[src/rtl/bp_bht_btb.sv]
// Branch predictor for the ID stage: 2-bit bimodal BHT, tagged indirect-target BTB and a
// circular return-address stack, plus EX-stage mispredict detection and perf counters.
module bp_bht_btb #(
  parameter int unsigned BHT_ENTRIES = 64,
  parameter int unsigned BTB_ENTRIES = 16,
  parameter int unsigned RAS_DEPTH   = 4
) (
  input  logic        i_clk,
  input  logic        i_rst_n,
  input  logic        i_stall,
  // ID-stage lookup
  input  logic        i_lk_valid,
  input  logic [31:0] i_lk_pc,
  input  logic [31:0] i_lk_imm,
  input  logic        i_lk_branch,
  input  logic        i_lk_jal,
  input  logic        i_lk_jalr,
  input  logic        i_lk_call,
  input  logic        i_lk_ret,
  output logic        o_pred_taken,
  output logic [31:0] o_pred_pc,
  // EX-stage resolution
  input  logic        i_upd_valid,
  input  logic [31:0] i_upd_pc,
  input  logic [31:0] i_upd_target,
  input  logic        i_upd_branch,
  input  logic        i_upd_jalr,
  input  logic        i_upd_taken,
  input  logic        i_upd_pred_taken,
  input  logic [31:0] i_upd_pred_pc,
  output logic        o_mispredict,
  output logic [31:0] o_redirect_pc,
  output logic [31:0] o_perf_br,
  output logic [31:0] o_perf_miss
);

  localparam int unsigned BhtIw = $clog2(BHT_ENTRIES);
  localparam int unsigned BtbIw = $clog2(BTB_ENTRIES);
  localparam int unsigned TagW  = 30 - BtbIw;
  localparam int unsigned RasPw = (RAS_DEPTH > 1) ? $clog2(RAS_DEPTH) : 1;
  localparam int unsigned RasCw = $clog2(RAS_DEPTH + 1);

  logic [1:0]       r_bht       [BHT_ENTRIES];
  logic             r_btb_valid [BTB_ENTRIES];
  logic [TagW-1:0]  r_btb_tag   [BTB_ENTRIES];
  logic [31:0]      r_btb_tgt   [BTB_ENTRIES];
  logic [31:0]      r_ras       [RAS_DEPTH];
  logic [RasPw-1:0] r_ras_ptr;
  logic [RasCw-1:0] r_ras_cnt;
  logic [31:0]      r_perf_br;
  logic [31:0]      r_perf_miss;

  logic [BhtIw-1:0] w_lk_bht_idx;
  logic [BtbIw-1:0] w_lk_btb_idx;
  logic [1:0]       w_lk_ctr;
  logic             w_lk_btb_hit;
  logic [31:0]      w_pc_seq;
  logic [31:0]      w_pc_rel;
  logic [RasPw-1:0] w_ras_top_idx;
  logic [RasPw-1:0] w_ras_ptr_inc;
  logic             w_ras_empty;
  logic             w_ras_full;
  logic [31:0]      w_ras_top;
  logic             w_lk_fire;
  logic             w_ras_push;
  logic             w_ras_pop;
  logic             w_ras_replace;
  logic             w_ras_wr;
  logic [RasPw-1:0] w_ras_wr_idx;

  logic [BhtIw-1:0] w_upd_bht_idx;
  logic [BtbIw-1:0] w_upd_btb_idx;
  logic [1:0]       w_upd_ctr;
  logic [1:0]       w_bht_next;
  logic             w_upd_fire;
  logic             w_bht_we;
  logic             w_btb_we;

  // ---------------------------------------------------------------- lookup
  assign w_lk_bht_idx  = i_lk_pc[BhtIw+1:2];
  assign w_lk_btb_idx  = i_lk_pc[BtbIw+1:2];
  assign w_lk_ctr      = r_bht[w_lk_bht_idx];
  assign w_lk_btb_hit  = r_btb_valid[w_lk_btb_idx] &&
                         (r_btb_tag[w_lk_btb_idx] == i_lk_pc[31:BtbIw+2]);
  assign w_pc_seq      = i_lk_pc + 32'd4;
  assign w_pc_rel      = i_lk_pc + i_lk_imm;

  // r_ras_ptr is the next free slot; the top sits one below it, modulo the depth.
  assign w_ras_top_idx = (r_ras_ptr == '0) ? RasPw'(RAS_DEPTH - 1) : r_ras_ptr - RasPw'(1);
  assign w_ras_ptr_inc = (r_ras_ptr == RasPw'(RAS_DEPTH - 1)) ? '0 : r_ras_ptr + RasPw'(1);
  assign w_ras_empty   = (r_ras_cnt == '0);
  assign w_ras_full    = (r_ras_cnt == RasCw'(RAS_DEPTH));
  assign w_ras_top     = r_ras[w_ras_top_idx];

  always_comb begin
    o_pred_taken = 1'b0;
    o_pred_pc    = w_pc_seq;
    if (i_lk_valid) begin
      if (i_lk_branch) begin
        if (w_lk_ctr[1]) begin
          o_pred_taken = 1'b1;
          o_pred_pc    = w_pc_rel;
        end
      end else if (i_lk_jal) begin
        o_pred_taken = 1'b1;
        o_pred_pc    = w_pc_rel;
      end else if (i_lk_jalr) begin
        if (i_lk_ret && !w_ras_empty) begin
          o_pred_taken = 1'b1;
          o_pred_pc    = w_ras_top;
        end else if (w_lk_btb_hit) begin
          o_pred_taken = 1'b1;
          o_pred_pc    = r_btb_tgt[w_lk_btb_idx];
        end
      end
    end
  end

  // ---------------------------------------------------------------- RAS
  assign w_lk_fire     = i_lk_valid && !i_stall && (i_lk_jal || i_lk_jalr);
  assign w_ras_push    = w_lk_fire && i_lk_call;
  assign w_ras_pop     = w_lk_fire && i_lk_ret;
  // Call+return on a non-empty stack swaps the top; on an empty stack it degrades to a push.
  assign w_ras_replace = w_ras_push && w_ras_pop && !w_ras_empty;
  assign w_ras_wr      = w_ras_push;
  assign w_ras_wr_idx  = w_ras_replace ? w_ras_top_idx : r_ras_ptr;

  always_ff @(posedge i_clk) begin
    if (w_ras_wr) begin
      r_ras[w_ras_wr_idx] <= w_pc_seq;
    end
  end

  always_ff @(posedge i_clk or negedge i_rst_n) begin
    if (!i_rst_n) begin
      r_ras_ptr <= '0;
      r_ras_cnt <= '0;
    end else if (w_ras_replace) begin
      r_ras_ptr <= r_ras_ptr;
      r_ras_cnt <= r_ras_cnt;
    end else if (w_ras_push) begin
      r_ras_ptr <= w_ras_ptr_inc;
      if (!w_ras_full) begin
        r_ras_cnt <= r_ras_cnt + RasCw'(1);
      end
    end else if (w_ras_pop && !w_ras_empty) begin
      r_ras_ptr <= w_ras_top_idx;
      r_ras_cnt <= r_ras_cnt - RasCw'(1);
    end
  end

  // ---------------------------------------------------------------- resolution
  assign o_mispredict  = i_upd_valid &&
                         ((i_upd_taken != i_upd_pred_taken) ||
                          (i_upd_taken && (i_upd_target != i_upd_pred_pc)));
  assign o_redirect_pc = i_upd_taken ? i_upd_target : i_upd_pc + 32'd4;

  assign w_upd_fire    = i_upd_valid && !i_stall;
  assign w_bht_we      = w_upd_fire && i_upd_branch;
  assign w_btb_we      = w_upd_fire && i_upd_jalr && i_upd_taken;
  assign w_upd_bht_idx = i_upd_pc[BhtIw+1:2];
  assign w_upd_btb_idx = i_upd_pc[BtbIw+1:2];
  assign w_upd_ctr     = r_bht[w_upd_bht_idx];

  always_comb begin
    w_bht_next = w_upd_ctr;
    if (i_upd_taken && (w_upd_ctr != 2'b11)) begin
      w_bht_next = w_upd_ctr + 2'd1;
    end else if (!i_upd_taken && (w_upd_ctr != 2'b00)) begin
      w_bht_next = w_upd_ctr - 2'd1;
    end
  end

  always_ff @(posedge i_clk or negedge i_rst_n) begin
    if (!i_rst_n) begin
      for (int i = 0; i < int'(BHT_ENTRIES); i++) begin
        r_bht[i] <= 2'b01;
      end
    end else if (w_bht_we) begin
      r_bht[w_upd_bht_idx] <= w_bht_next;
    end
  end

  always_ff @(posedge i_clk or negedge i_rst_n) begin
    if (!i_rst_n) begin
      for (int i = 0; i < int'(BTB_ENTRIES); i++) begin
        r_btb_valid[i] <= 1'b0;
      end
    end else if (w_btb_we) begin
      r_btb_valid[w_upd_btb_idx] <= 1'b1;
    end
  end

  // Tag/target need no reset: they are only observed behind a valid bit.
  always_ff @(posedge i_clk) begin
    if (w_btb_we) begin
      r_btb_tag[w_upd_btb_idx] <= i_upd_pc[31:BtbIw+2];
      r_btb_tgt[w_upd_btb_idx] <= i_upd_target;
    end
  end

  always_ff @(posedge i_clk or negedge i_rst_n) begin
    if (!i_rst_n) begin
      r_perf_br   <= '0;
      r_perf_miss <= '0;
    end else if (w_upd_fire) begin
      r_perf_br <= r_perf_br + 32'd1;
      if (o_mispredict) begin
        r_perf_miss <= r_perf_miss + 32'd1;
      end
    end
  end

  assign o_perf_br   = r_perf_br;
  assign o_perf_miss = r_perf_miss;

endmodule

[config.mk]
export PLATFORM = sky130hd
export DESIGN_NAME = bp_bht_btb
export DESIGN_NICKNAME = d
export VERILOG_FILES = /design/src/rtl/bp_bht_btb.sv
export SDC_FILE = /design/constraint.sdc
export NUM_CORES = 2
export LEC_CHECK = 0
export ABC_AREA = 1
export CORE_MARGIN = 4
export CORE_UTILIZATION = 55
export DETAILED_ROUTE_END_ITERATION = 16
export GPL_TIMING_DRIVEN = 0
export PLACE_DENSITY = 0.74
export SLEW_MARGIN = 20
export SYNTH_ARGS = -nofsm -noshare
export SYNTH_HDL_FRONTEND = slang
export SYNTH_SLANG_ARGS = --single-unit
[constraint.sdc]
create_clock -name i_clk -period 7.3 [get_ports i_clk]
set_input_delay 1.46 -clock i_clk [delete_from_list [all_inputs] [get_ports i_clk]]
set_output_delay 1.46 -clock i_clk [all_outputs]
set_load 0.005 [all_outputs]
==> metrics.md <==
| Metric | Value |
|---|---|
| Status | finished with violations |
| Failing checks | negative setup slack |
| Vias in the first global route | approximately 47000 |
| Setup ws final | -0.0183 ns |
| Max stage delay on crit path | roughly 0.54 ns |
| Met3 usage | between 10 and 15% |
| Die Area | roughly 0.11 mm^2 |
| Seq/Total Area, Yosys | a little over three fifths |
| Synth warnings | 0 |
| P per Cell Area | 250 mW/mm^2 |
| First-pass DRT Iterations | 6 |
| Clock network fraction of design power | between 30% and 40% |
| Unique masters post-synth | 64 |
| Clk sink count | 1269 |
| DR DRC count | 0 |
| Post-CTS Hold Fix Bufs | 0 |
| Cells after DPL | approximately 7600 |
| P_int | roughly 12 mW |
| Slowest CP cell | clkdlybuf4s50_1 |
| Core Box Area | 0.106 mm^2 |
| Fmax | 137 MHz |
| Count of flip-flops with a built-in enable after synthesis | about 1100 |
| #FFs+latches synth | 1269 |
| Via count | between 40000 and 50000 |
| Grt met2 use | between 50% and 60% |
| CTS root buffer | clkbuf_16 |
| Tot GR Track Use | between 30% and 40% |
| CP most frequent cell | buf_2 |
| Initial antenna violation count | 10 |
| WS Path Type | in2out |
| CP startpoint | i_lk_pc[3] |
| Largest net degree at the start of global routing | 94 |
| H-Tree Level Count | 4 |
| Crit-path leading delay family | buffers and inverters |
| Mapped Area | ~0.059 mm^2 |
| Clock latency at the later pin of the worst-skew pair | ~0.77 ns |
| Rows | 119 |
| Synth Flop Type | edfxtp_1 |
| RD Place Congestion | between 1 and 1.5 |
| CP bufs+invs | 7 |
| Share of power burned in registers | 46.9% |
| Met1 usage | 50.0% |
| Finish-stage setup viols | 2 |
| Final Skew | between 0.02 and 0.03 ns |
| Final #Nets | approximately 6500 |
| WL final | 218000 um |
| Initial Util | around 56% |
| Max FO, Critical Path | 10 |
| First-pass GRT wire length | 313000 um |
| Final cell count without fillers | approximately 8000 |
| Syn Area/Cell | between 10 and 15 um^2 |
| Reg2reg end | r_ras[2][10] |
| R2R setup slack | 3.27 ns |
| Post-CTS Setup Inserts | 0 |
| Max_cap viols | 0 |
| TritonCTS clock tree | built |
| Slew Limit Headroom | 17.4% |
| Worst Setup Start Kind | primary input |
| Tmin final | 7.32 ns |
| Critical path depth | 15 |
| DIE WIDTH | between 300 and 400 um |
| Synthesis-to-layout area growth | 18.2% |
| Hold slack | 0.472 ns |
| Most frequent cells in the layout | nand2_1 (1193), edfxtp_1 (1056), o21ai_0 (657) |
| Grt ovf | 0 |
| HP Class | reg2reg |
| Die Y | 335 um |
| Critical Path Sink Type | primary output |
| Comb power frac | 15.7% |
| Antenna-violating nets left | 0 |
| Busiest grt layer | met2 |
| Wire per inst | between 20 and 30 um |
| Iteration-0 DRC Markers | between 7000 and 8000 |
| Layout cells sized above 1 | about 10% |
| Worst-path cell chain | buf_2 > buf_2 > buf_4 > buf_2 > buf_2 > clkbuf_1 > o21ai_0 > o22ai_1 > o21ai_0 > o22ai_2 > o2111ai_1 > nand2_1 > nand2_1 > nand2_1 > clkdlybuf4s50_1 |
| Max-slew violations | 0 |
| Worst-margin pin slew | about 1.2 ns |
| Clock Pin Slew Worst Setup and Hold Paths | 0.06 ns |
| RSZ-0062 raised after global routing | no |
| Period Utilization, post-route | 100% |
| Asr flop ratio synth | roughly 17% |
| Peak VDD IR | 191 uV |
| NetSw | roughly 4.9 mW |
| Synthesized Nets | roughly 6000 |
| Num ports | 304 |
| Via density | approximately 6.3 |
| Critical path required time | slightly below 6 ns |
| Leakage | roughly 26 nW |
| Port buffer count | just under 300 |
| Num CTS Buffers | approximately 130 |
| Commonest non-fill, non-tap cell in the layout | nand2_1 |
| Crit path capture | o_pred_pc[31] |
| Depth of the worst register-to-register path | 10 |
| Post-DP HPWL | ~150000 um |
| Maximum root-to-sink buffer count | 3 |
| Post-layout util | roughly 66% |
| Synth Instances | 5800 |
| RR Startpoint | r_ras_ptr[0] |
| WP data arrival | slightly below 6 ns |
| Sw Share | between 20% and 30% |
| Number of hold violations in the final report | 0 |
## cell type report
cell class | count | area (um^2)
Sequential cell | 1269 | 37100
Multi-Input combinational cell | 3751 | 18800
Tap cell | 1391 | 1740
Buffer | 295 | 1430
Clock buffer | 168 | 3510
Inverter | 485 | 1830
Fill cell | 8168 | 36300
Antenna cell | 4 | 10.0
Timing Repair Buffer | 360 | 4420
Clock inverter | 68 | 561
## metrics by stage
step	setup slack (ns)	setup TNS (ns)	power, mW	area, um^2
after global placement	-4.81	-2843.89	10.8	63500
after detailed placement	-1.18	-25.57	10.9	65100
after global routing	0.00291	0	17.8	69400
after CTS	0.00448	0	17.3	69400
after floorplan	2.14	0	9.60	58800
final	-0.0183	-0.0243	17.4	69400
## worst min-delay path by stage
stage,start,to,slack [ns],cells after the start
after CTS,r_btb_valid[3],r_btb_valid[3],0.47,1
after global routing,r_bht[112],r_bht[112],0.48,2
after global placement,r_btb_valid[15],r_btb_valid[15],0.45,1
final,r_btb_valid[3],r_btb_valid[3],0.47,1
after floorplan,r_btb_valid[10],r_btb_valid[10],0.42,2
after detailed placement,r_btb_valid[15],r_btb_valid[15],0.45,1
## registers in the layout, summed over array words and instances (netlist names)
signal,count
o_perf_br,32
o_perf_miss,32
r_bht,128
r_btb_tag,416
r_btb_tgt,512
r_btb_valid,16
r_ras,128
r_ras_cnt,3
r_ras_ptr,2
## cell usage after synthesis, drive strengths merged, types with 2 or more instances
cell type,count,area [um^2]
and2,3,18.8
ha,42,526
o21a,4,30.0
a22o,6,52.6
o21bai,7,52.6
or2,39,244
o22ai,169,1060
dfrtp,149,3730
a22oi,14,105
nand2,1195,4490
nand4,43,275
nor3,58,348
buf,150,803
o21ai,701,3510
xnor2,37,324
nor4,23,178
o2111ai,6,52.6
a221oi,17,149
o221ai,36,315
a21oi,94,470
xor2,99,875
a21o,4,30.0
clkbuf,145,546
nor3b,3,22.5
a32o,8,80.1
a21boi,3,22.5
o2bb2ai,4,35.0
nand3,397,2020
a31oi,13,81.3
nor2,644,2450
a211oi,2,15.0
inv,484,1820
nand3b,6,45.0
dfstp,64,1680
o31ai,5,37.5
edfxtp,1056,31700
o211ai,62,465
fa,2,40.0
## timing repair
item | CTS | global route
gates resized for setup | 64 | 59
pin swaps | 4 | 5
endpoints found under the setup margin | 33 | 39
## layer usage
metal  vias to the layer above  share of wire, %
li1                      21100                 -
met1                     23600                36
met2                      3847                44
met3                       719                15
met4                         6               5.6
met5                         -             0.019
## worst register-to-register path: cells and delay by family (launching register included)
kind | cells | cell delay [ns]
compound gates | 1 | 0.13
fa+ha+maj | 1 | 0.48
buf+inv | 5 | 1.64
flops | 1 | 0.40
simple gates | 3 | 1.08
## power groups by stage
stage          clock [mW]  sequential, mW  combinational (mW)
3_5_place_dp            0            8.28                2.61
5_1_grt              6.80            8.16                2.89
4_1_cts              6.49            8.14                2.64
3_3_place_gp            0            8.29                2.54
6_report             6.50            8.14                2.73
2_1_floorplan           0            8.25                1.35
## cell families (layout without fill, tap and decap cells)
kind of cell	count (synthesis)	count (layout)	share of synthesized area, %
simple gates	2412	2412	17.2
flops	1269	1269	63.2
compound gates	1158	1158	11.2
buf+inv	780	1376	5.39
xor+xnor	136	136	2.04
fa+ha+maj	44	44	0.963
mux	1	1	0.0192
other cells	0	4	0
(Power assumes the default switching activity.)
